<file path="src/rtl/mem_access_stage_pkg.sv">
// Shared opcode constants, state encoding and memory-op decode for the memory access stage.
// No logic of its own: constants, types and pure decode helpers only.
// Flow control lives in the stage itself; nothing here holds state.
package mem_access_stage_pkg;

    // Major opcodes (instruction bits [31:26])
    localparam logic [5:0] OPC_SPECIAL = 6'b000000;
    localparam logic [5:0] OPC_JAL     = 6'b000011;
    localparam logic [5:0] OPC_LB      = 6'b100000;
    localparam logic [5:0] OPC_LW      = 6'b100011;
    localparam logic [5:0] OPC_LBU     = 6'b100100;
    localparam logic [5:0] OPC_SB      = 6'b101000;
    localparam logic [5:0] OPC_SH      = 6'b101001;
    localparam logic [5:0] OPC_SW      = 6'b101011;

    // Function field of the register-jump instruction, which never writes a register
    localparam logic [5:0] FUNC_JR     = 6'b001000;

    // Link register written by JAL
    localparam logic [4:0] REG_LINK    = 5'd31;

    typedef enum logic {
        S_IDLE,
        S_WAIT
    } state_e;

    typedef enum logic [2:0] {
        MOP_NONE,
        MOP_LW,
        MOP_LB,
        MOP_LBU,
        MOP_SW,
        MOP_SH,
        MOP_SB
    } mem_op_e;

    function automatic mem_op_e decode_mem_op(input logic [5:0] opc);
        case (opc)
            OPC_LW:  return MOP_LW;
            OPC_LB:  return MOP_LB;
            OPC_LBU: return MOP_LBU;
            OPC_SW:  return MOP_SW;
            OPC_SH:  return MOP_SH;
            OPC_SB:  return MOP_SB;
            default: return MOP_NONE;
        endcase
    endfunction

    function automatic logic is_load(input mem_op_e op);
        return (op == MOP_LW) || (op == MOP_LB) || (op == MOP_LBU);
    endfunction

    function automatic logic is_store(input mem_op_e op);
        return (op == MOP_SW) || (op == MOP_SH) || (op == MOP_SB);
    endfunction

endpackage

</file>
<file path="src/rtl/mem_lane_align.sv">
// Byte-lane steering: store byte enables / replicated write data, and load byte extraction.
// Purely combinational, zero latency.
// No flow control; outputs follow inputs in the same cycle.
module mem_lane_align
    import mem_access_stage_pkg::*;
(
    input  mem_op_e     op,
    input  logic [1:0]  addr_lo,
    input  logic [31:0] store_data,
    input  logic [31:0] rdata,
    output logic [3:0]  byte_en,
    output logic [31:0] wdata,
    output logic [31:0] load_data
);

    logic [7:0] sel_byte;

    // Big-endian lanes: byte_en[3] and address offset 0 both map to data[31:24]
    always_comb begin
        byte_en = 4'b0000;
        wdata   = 32'h0;
        case (op)
            MOP_SW: begin
                byte_en = 4'b1111;
                wdata   = store_data;
            end
            MOP_SH: begin
                byte_en = addr_lo[1] ? 4'b0011 : 4'b1100;
                wdata   = {2{store_data[15:0]}};
            end
            MOP_SB: begin
                byte_en = 4'b1000 >> addr_lo;
                wdata   = {4{store_data[7:0]}};
            end
            default: begin
                byte_en = 4'b0000;
                wdata   = 32'h0;
            end
        endcase
    end

    // Pick the addressed byte, offset 0 being the most significant byte
    always_comb begin
        sel_byte = 8'h00;
        case (addr_lo)
            2'd0:    sel_byte = rdata[31:24];
            2'd1:    sel_byte = rdata[23:16];
            2'd2:    sel_byte = rdata[15:8];
            default: sel_byte = rdata[7:0];
        endcase
    end

    // Extend the selected byte or pass the full word through
    always_comb begin
        load_data = 32'h0;
        case (op)
            MOP_LW:  load_data = rdata;
            MOP_LB:  load_data = {{24{sel_byte[7]}}, sel_byte};
            MOP_LBU: load_data = {24'h0, sel_byte};
            default: load_data = 32'h0;
        endcase
    end

endmodule

</file>
<file path="src/rtl/mem_access_stage.sv">
// Memory access pipeline stage: loads/stores over a req/ack data port, pass-through for ALU results.
// Latency: 1 cycle for non-memory ops, >= 2 cycles for loads/stores (accept edge + ack edge).
// Backpressure: mem_stall holds upstream for all of WAIT; ack or timeout returns to IDLE.
module mem_access_stage
    import mem_access_stage_pkg::*;
#(
    parameter int TIMEOUT_CYCLES = 64
)(
    input  logic        clock,
    input  logic        reset_n,
    input  logic        ex_valid,
    input  logic [31:0] ex_insn,
    input  logic [31:0] ex_result,
    input  logic [31:0] ex_store_data,
    input  logic [31:0] ex_pc,
    output logic        mem_stall,
    output logic        dmem_req,
    output logic        dmem_we,
    output logic [31:0] dmem_addr,
    output logic [3:0]  dmem_byte_en,
    output logic [31:0] dmem_wdata,
    input  logic        dmem_ack,
    input  logic [31:0] dmem_rdata,
    output logic        wb_valid,
    output logic        wb_we,
    output logic [4:0]  wb_dest,
    output logic [31:0] wb_data,
    output logic [31:0] wb_pc,
    output logic        misalign,
    output logic        bus_err
);

    // Counter only needs to reach TIMEOUT_CYCLES-1: the final no-ack cycle triggers the error
    localparam int               CNT_W    = (TIMEOUT_CYCLES > 1) ? $clog2(TIMEOUT_CYCLES) : 1;
    localparam logic [CNT_W-1:0] CNT_LAST = CNT_W'(TIMEOUT_CYCLES - 1);

    // Instruction fields
    logic [5:0] ex_opc;
    logic [4:0] ex_rt;
    logic [4:0] ex_rd;
    logic [5:0] ex_func;
    logic       unused_insn_bits;

    assign ex_opc           = ex_insn[31:26];
    assign ex_rt            = ex_insn[20:16];
    assign ex_rd            = ex_insn[15:11];
    assign ex_func          = ex_insn[5:0];
    assign unused_insn_bits = ^{ex_insn[25:21], ex_insn[10:6]};

    mem_op_e    ex_op;
    logic [4:0] ex_dest;
    logic       ex_wen;
    logic       ex_misaligned;

    assign ex_op = decode_mem_op(ex_opc);

    // Destination register and write enable; register 0 is never written
    always_comb begin
        ex_dest = 5'd0;
        ex_wen  = 1'b0;
        if (is_load(ex_op) || (ex_opc[5:3] == 3'b001)) begin
            ex_dest = ex_rt;
            ex_wen  = 1'b1;
        end else if (ex_opc == OPC_SPECIAL) begin
            ex_dest = ex_rd;
            ex_wen  = (ex_func != FUNC_JR);
        end else if (ex_opc == OPC_JAL) begin
            ex_dest = REG_LINK;
            ex_wen  = 1'b1;
        end
        if (ex_dest == 5'd0) begin
            ex_wen = 1'b0;
        end
    end

    // Byte ops are always aligned; half-words need an even address, words a multiple of four
    always_comb begin
        ex_misaligned = 1'b0;
        case (ex_op)
            MOP_LW, MOP_SW: ex_misaligned = (ex_result[1:0] != 2'b00);
            MOP_SH:         ex_misaligned = ex_result[0];
            default:        ex_misaligned = 1'b0;
        endcase
    end

    // State and held request
    state_e           state_q;
    logic [CNT_W-1:0] cnt_q;
    mem_op_e          op_q;
    logic [1:0]       addr_lo_q;
    logic [4:0]       dest_q;
    logic             wen_q;
    logic [31:0]      pc_q;
    logic             req_we_q;
    logic [31:0]      req_addr_q;
    logic [3:0]       req_be_q;
    logic [31:0]      req_wdata_q;

    // Registered writeback outputs
    logic             wb_valid_q;
    logic             wb_we_q;
    logic [4:0]       wb_dest_q;
    logic [31:0]      wb_data_q;
    logic [31:0]      wb_pc_q;
    logic             misalign_q;
    logic             bus_err_q;

    // One lane aligner serves both directions: store steering in IDLE, load extraction in WAIT
    mem_op_e     lane_op;
    logic [1:0]  lane_lo;
    logic [3:0]  lane_be;
    logic [31:0] lane_wdata;
    logic [31:0] lane_load;

    assign lane_op = (state_q == S_WAIT) ? op_q      : ex_op;
    assign lane_lo = (state_q == S_WAIT) ? addr_lo_q : ex_result[1:0];

    mem_lane_align u_lane_align (
        .op         (lane_op),
        .addr_lo    (lane_lo),
        .store_data (ex_store_data),
        .rdata      (dmem_rdata),
        .byte_en    (lane_be),
        .wdata      (lane_wdata),
        .load_data  (lane_load)
    );

    // Stage FSM: accept in IDLE, hold the request in WAIT until ack or timeout
    always_ff @(posedge clock or negedge reset_n) begin
        if (!reset_n) begin
            state_q     <= S_IDLE;
            cnt_q       <= '0;
            op_q        <= MOP_NONE;
            addr_lo_q   <= 2'b00;
            dest_q      <= 5'd0;
            wen_q       <= 1'b0;
            pc_q        <= 32'h0;
            req_we_q    <= 1'b0;
            req_addr_q  <= 32'h0;
            req_be_q    <= 4'b0000;
            req_wdata_q <= 32'h0;
            wb_valid_q  <= 1'b0;
            wb_we_q     <= 1'b0;
            wb_dest_q   <= 5'd0;
            wb_data_q   <= 32'h0;
            wb_pc_q     <= 32'h0;
            misalign_q  <= 1'b0;
            bus_err_q   <= 1'b0;
        end else begin
            wb_valid_q <= 1'b0;
            wb_we_q    <= 1'b0;
            misalign_q <= 1'b0;
            bus_err_q  <= 1'b0;
            case (state_q)
                S_IDLE: begin
                    if (ex_valid) begin
                        if (ex_op == MOP_NONE) begin
                            wb_valid_q <= 1'b1;
                            wb_we_q    <= ex_wen;
                            wb_dest_q  <= ex_dest;
                            wb_data_q  <= ex_result;
                            wb_pc_q    <= ex_pc;
                        end else if (ex_misaligned) begin
                            // Squash: retire without a register write and flag it
                            wb_valid_q <= 1'b1;
                            wb_dest_q  <= ex_dest;
                            wb_data_q  <= ex_result;
                            wb_pc_q    <= ex_pc;
                            misalign_q <= 1'b1;
                        end else begin
                            state_q     <= S_WAIT;
                            cnt_q       <= '0;
                            op_q        <= ex_op;
                            addr_lo_q   <= ex_result[1:0];
                            dest_q      <= ex_dest;
                            wen_q       <= ex_wen;
                            pc_q        <= ex_pc;
                            req_we_q    <= is_store(ex_op);
                            req_addr_q  <= {ex_result[31:2], 2'b00};
                            req_be_q    <= lane_be;
                            req_wdata_q <= lane_wdata;
                        end
                    end
                end
                S_WAIT: begin
                    if (dmem_ack) begin
                        // Ack wins over a timeout landing in the same cycle
                        state_q    <= S_IDLE;
                        wb_valid_q <= 1'b1;
                        wb_we_q    <= is_load(op_q) && wen_q;
                        wb_dest_q  <= dest_q;
                        wb_data_q  <= is_load(op_q) ? lane_load : 32'h0;
                        wb_pc_q    <= pc_q;
                    end else if (cnt_q == CNT_LAST) begin
                        state_q    <= S_IDLE;
                        wb_valid_q <= 1'b1;
                        wb_dest_q  <= dest_q;
                        wb_data_q  <= 32'h0;
                        wb_pc_q    <= pc_q;
                        bus_err_q  <= 1'b1;
                    end else begin
                        cnt_q <= cnt_q + CNT_W'(1);
                    end
                end
                default: state_q <= S_IDLE;
            endcase
        end
    end

    // Request and stall come straight from the state register so reset drops them at once
    assign mem_stall    = (state_q == S_WAIT);
    assign dmem_req     = (state_q == S_WAIT);
    assign dmem_we      = req_we_q;
    assign dmem_addr    = req_addr_q;
    assign dmem_byte_en = req_be_q;
    assign dmem_wdata   = req_wdata_q;

    assign wb_valid     = wb_valid_q;
    assign wb_we        = wb_we_q;
    assign wb_dest      = wb_dest_q;
    assign wb_data      = wb_data_q;
    assign wb_pc        = wb_pc_q;
    assign misalign     = misalign_q;
    assign bus_err      = bus_err_q;

endmodule

</file>
<file path="config.mk">
export PLATFORM = sky130hd
export DESIGN_NAME = mem_access_stage
export DESIGN_NICKNAME = d
export VERILOG_FILES = /design/src/rtl/mem_access_stage_pkg.sv /design/src/rtl/mem_lane_align.sv /design/src/rtl/mem_access_stage.sv
export SDC_FILE = /design/constraint.sdc
export NUM_CORES = 1
export LEC_CHECK = 0
export ABC_AREA = 1
export BUFFER_PORTS_ARGS = -buffer_cell sky130_fd_sc_hd__buf_2
export CAP_MARGIN = 15
export CORE_MARGIN = 3
export CORE_UTILIZATION = 40
export DETAILED_ROUTE_END_ITERATION = 8
export PLACE_DENSITY = 0.77
export SYNTH_ARGS = -nofsm -noshare
export SYNTH_HDL_FRONTEND = slang
export SYNTH_SLANG_ARGS = --single-unit
</file>
<file path="constraint.sdc">
create_clock -name clock -period 3.5 [get_ports clock]
set_input_delay 0.175 -clock clock [delete_from_list [all_inputs] [get_ports clock]]
set_output_delay 0.175 -clock clock [all_outputs]
set_load 0.05 [all_outputs]
</file>
After elaboration in Yosys (flattened, before gate mapping). Index checks and enable logic that the tools add are counted.

Register bits after elaboration: 190. Input port bits: 164. Output and inout bits: 144.

$add $sub $neg: 1. Eq/ne operators: 34. Shift-type cells: 1. Muxes and demuxes: 62. Bitwise logic cells: 3. Reductions and logical operators: 17.

Operators with widths (count): two-way mux 32 bit (11); one-hot mux 32 bit (3 select lines) (2); one-hot mux 32 bit (2 select lines) (2); == test 6 bit, second input constant (7); two-way mux 5 bit (8); two-way mux 6 bit (5); one-hot mux 8 bit (3 select lines) (1); two-way mux 1 bit (22); == test 3 x 2 -> 1 bit, second input constant (6); == test 3 bit, second input constant (6); one-hot mux 3 bit (6 select lines) (1); == test 3 x 1 -> 1 bit, second input constant (4); one-hot mux 4 bit (3 select lines) (1); one-hot mux 6 bit (2 select lines) (1); inequality test 2 bit, second input constant (5); one-hot mux 5 bit (2 select lines) (1); one-hot mux 1 bit (2 select lines) (4); logical OR 1 bit (7); adder 6 x 1 -> 6 bit, second input constant (1); == test 6 x 2 -> 1 bit, second input constant (1); logical NOT 6 bit (1); inequality test 6 x 4 -> 1 bit, second input constant (1); logical NOT 5 bit (1); AND reduction 5 bit (1); other kinds (16) (18).

Logic depth before layout (Yosys ltp).
Depth after elaboration: 12. Gate-level depth with buffers: 13.

Cells and area by module. Synthesis repeated with hierarchy kept, for this count alone.

Cell total of the unflattened synthesis: 1294. Area total of the unflattened synthesis: 9566.7 sq um.

Modules (own cells, without submodules): mem_access_stage (times used 1, cells an instance 1058, area an instance 8523.2 sq um, seq. area each 4754.6 sq um); mem_lane_align (times used 1, cells an instance 236, area an instance 1043.5 sq um, seq. area each 0.0 sq um).

Worst setup path after synthesis. Ideal clock, no wire load.

Path type: register to register. From: reg state_q (netlist: dmem_req). To: reg wb_data_q[25] (netlist: wb_data[25]). Arrival time: 2.017 ns. Setup slack: 1.405 ns. Cell stages (with the launch flop): 10. Cells stage by stage: dfrtp_1 -> buf_4 -> inv_1 -> or2_2 -> nand2_4 -> buf_1 -> nand4_1 -> nand2_1 -> nand2_1 -> a21oi_1.

Longest elaborated chain between the ends: 7. Elaborated cells between the ends (all ways): 18.

Ends and longest elaborated chain: start: declaration (line mem_access_stage.sv:87) `state_e state_q;`; start signal: assignment (line mem_access_stage.sv:131) `state_q <= S_IDLE;`; start signal: assignment (line mem_access_stage.sv:171) `state_q <= S_WAIT;`; start signal: assignment (line mem_access_stage.sv:188) `state_q <= S_IDLE;`; two-way mux 2 bit (line mem_access_stage.sv:116) `assign lane_lo = (state_q == S_WAIT) ? addr_lo_q : ex_result[1:0];`; == test 2 bit (tied with other cells) (line mem_lane_align.sv:45) `case (addr_lo)`; one-hot mux 8 bit (3 select lines) (line mem_lane_align.sv:45); one-hot mux 32 bit (3 select lines) (line mem_lane_align.sv:56) `case (op)`; two-way mux 32 bit (line mem_access_stage.sv:192) `wb_data_q <= is_load(op_q) ? lane_load : 32'h0;`; two-way mux 32 bit (line mem_access_stage.sv:186) `if (dmem_ack) begin`; one-hot mux 32 bit (2 select lines) (line mem_access_stage.sv:154) `case (state_q)`; end signal: assignment (line mem_access_stage.sv:161) `wb_data_q <= ex_result;`; end signal: assignment (line mem_access_stage.sv:167) `wb_data_q <= ex_result;`; end signal: assignment (line mem_access_stage.sv:192); end: declaration (line mem_access_stage.sv:103) `logic [31:0] wb_data_q;`.

Parallel ways exist; a longest one is shown, timed or not. A chain may end at the register's enable or synchronous reset.

Worst setup path in the final report.
From: reg state_q (netlist: dmem_req). To: reg wb_data_q[9] (netlist: wb_data[9]).

The elaborated chain is that of the path after synthesis.

==> flow_summary.yaml <==
cts:
  clock_tree.htree_level_count: 4
  cts_root_buffer: "clkbuf_16"
  numCtsBuffers: 17
  tritoncts: "yes"
  numClockSinks: 190
  ctsLongestPathBuffers: 2
  clkLatencyLatePin_ps: 430
  clock_pin_slew_reported_for_the_worst_setup_and_hold_paths_after_clock_tree_synthesis_ps: 90
timing:
  setup_total_negative_slack_ps: 0
  timing.final.crit_period_ps: 2830
  final_skew_ps: 16.2
  layout_worst_path_cycle_share_pct: 80.7
  headroom_to_the_max_slew_limit_pct: 32.8
  finalSetupViolCount: 0
  fmax_ghz: 0.354
  rsz_0062_raised_after_global_routing: "false"
  tightest_slew_ps: 1010
  finalHoldViolations: 0
  timing.final.max_slew_violations: 0
placed_design:
  dp_cells: 1791
  post-dp-hpwl_mm: 20.3
  routabilityCongestion: 0.917
  port_buffers: 295
pwr:
  p_sw_share_pct: 40.6
  share_comb_of_total_power_pct: 31.2
  seqPwrFrac_pct: 39.9
  power_frac_clock_pct: 28.9
  power.leakage_nw: 6.35
  power_mw: 7.10
  pwr_density_cell_nw_per_um2: 586
  vdd_ir_drop_max_v: 0.000307
  cell_internal_power_dissipation_mw: 4.22
  power.net_switching_mw: 2.88
worst_setup_path:
  critical_path.max_fanout: 32
  timing.critical_path.required_ps: 3850
  startpoint_type: "flip-flop"
  timing_worst_setup_path_type: "reg -> reg"
  setup.worst_path.end_class: "flip-flop"
  critPathArrivalTime_ps: 3170
route:
  wl_per_cell_um: 15.7
  dr.first_iter.drc_count: 631
  remaining_drc_errors: 0
  viasPerCell: 5.03
  number_of_vias_after_detailed_routing: 9373
  detailedRoute.firstPassIterationCount: 7
  routed_wl_mm: 29.3
  drtAntennaViolNets: 0
layout:
  final_cell_count_no_fill: 1864
  drive_gt1_share_pct: 23.2
  postLayoutCoreUtil_pct: 53.0
  flow.area_growth_from_synthesis_pct: 29.0
  final_nets: 1702
floorplan:
  core_area_um2: 22800
  initial_utilization_pct: 41.1
  die-area_um2: 25400
  fp-row-count: 55
  io_pins: 308
  overall_die_height_um: 159
  die_width_um: 159
synth:
  post_synth.cell_area_avg_um2: 7.56
  seq_total_area_yosys_pct: 50.6
  yosys.cell_types.count: 33
  netlist_instances: 1243
  register_bit_count_reported_by_yosys: 190
  yosys_warnings: 0
  syn_area_um2: 9390
grt:
  antenna_found_initial: 1
  grt_start_max_net_pins: 106
  wire_length_of_the_first_global_routing_pass_mm: 47.6
  groute.usage.overall_pct: 22.8
  first_global_vias: 9196
  global_route.overflow_total: 0
hold_path:
  hp-class: "in -> reg"
run:
  max_cap_viol_count: 0
outcome:
  outcome: "complete, no violations"
[critical path: stages (launching register included)]
cell     delay (ps)
dfrtp_4         640
buf_4           450
o21ai_1         260
nor2_2          330
nand2_1         100
nand4_1         120
nand3_2         420
nand2_1         210
nand2_1          80
a21oi_1         140
[cells in the mapped netlist]
cell type | count | area (µm²)
ha_1 | 1 | 12.5
buf_2 | 25 | 125
or2_2 | 1 | 6.26
o21a_1 | 1 | 7.51
nand3_2 | 2 | 20.0
and3_1 | 1 | 6.26
nor3b_1 | 1 | 7.51
clkbuf_1 | 37 | 139
nand3_1 | 42 | 210
o21ai_1 | 5 | 25.0
nor2_4 | 5 | 56.3
inv_1 | 102 | 383
o31ai_1 | 1 | 7.51
a21oi_1 | 119 | 596
o211ai_1 | 1 | 7.51
inv_2 | 2 | 7.51
o21ai_0 | 115 | 576
buf_6 | 3 | 33.8
nor3_1 | 4 | 20.0
dfrtp_1 | 190 | 4750
nor2_1 | 127 | 477
buf_1 | 2 | 7.51
conb_1 | 1 | 3.75
buf_4 | 7 | 52.6
nand2_2 | 3 | 18.8
o21ai_4 | 1 | 16.3
nand2_1 | 390 | 1460
nor2_2 | 1 | 6.26
nand2_4 | 2 | 22.5
xor2_1 | 1 | 8.76
nand3b_1 | 1 | 7.51
nand4_1 | 48 | 300
a22o_1 | 1 | 8.76
[power groups by stage]
| stage | Combinational [mW] | Sequential (mW) | Clock, mW |
|---|---|---|---|
| 2_1_floorplan | 0.615 | 3.79 | 0 |
| 3_3_place_gp | 2.14 | 2.85 | 0 |
| 5_1_grt | 2.39 | 2.88 | 2.20 |
| 4_1_cts | 2.23 | 2.83 | 2.11 |
| 3_5_place_dp | 2.18 | 2.87 | 0 |
| 6_report | 2.22 | 2.83 | 2.05 |
[metrics by stage]
stage	worst slack, ps	hold slack (ps)	cell area [µm²]
after floorplan	1410	-121	9400
after global placement	791	354	11100
after detailed placement	682	357	11100
after CTS	685	1.84	12100
after global routing	412	13.1	12100
final	675	24.2	12100
[routing by layer]
metal  share of wire (%)  vias up  global-route usage [%]
li1                    -     4580                       -
met4                 1.8        0                    6.09
met3                 6.8       29                    5.36
met5                   0        -                       0
met2                  48      359                    39.0
met1                  43     4405                    29.2
[area by class of cell]
| type | instances | area (µm²) |
|---|---|---|
| timing repair buffer | 348 | 2020 |
| antenna | 1 | 2.50 |
| clock buffer | 17 | 425 |
| fill | 2201 | 10700 |
| clock inverter | 15 | 210 |
| tap | 313 | 392 |
| inverter | 104 | 392 |
| multi-input combinational | 876 | 3910 |
| sequential | 190 | 4760 |
[worst paths after layout]
path	from	to	slack (ps)	depth (start not counted)
min	ex_result[15]	dmem_addr[15]	20	3
max in group asynchronous	reset_n	dmem_wdata[15]	2250	3
max reg2reg	dmem_req	wb_data[9]	670	9
min reg2reg	dmem_wdata[26]	dmem_wdata[26]	480	2
max	dmem_req	wb_data[9]	670	9
min in group asynchronous	reset_n	pc_q[0]	440	2
[sequential cells by signal (all words and copies together), names as in the netlist]
signal,count
addr_lo_q,2
bus_err,1
cnt_q,6
dest_q,5
dmem_addr,30
dmem_byte_en,4
dmem_req,1
dmem_wdata,32
dmem_we,1
misalign,1
op_q,3
pc_q,32
wb_data,32
wb_dest,5
wb_pc,32
wb_valid,1
wb_we,1
wen_q,1
[timing repair]
item,in CTS,in global routing
hold endpoints to repair,141,0
buffers inserted,0,0
setup endpoints to repair,0,0
hold buffers,40,0
gates resized for setup,0,0
[logic make-up after synthesis]
family	count (synthesis)	synth area share (%)
other cells	1	0.0399
fa+ha+maj	1	0.133
compound gates	244	13.2
flops	190	50.6
buf+inv	178	7.96
simple gates	628	27.9
xor+xnor	1	0.0933
[layout by cell type, fill, tap and decap left out, types with 40 or more instances in the layout]
cell / n
nand2_1: 390
buf_2: 294
dfrtp_1: 189
nor2_1: 126
a21oi_1: 119
o21ai_0: 115
inv_1: 102
nand4_1: 48
nand3_1: 42
dlygate4sd3_1: 40
No activity file was read; power rests on OpenSTA's default activity.
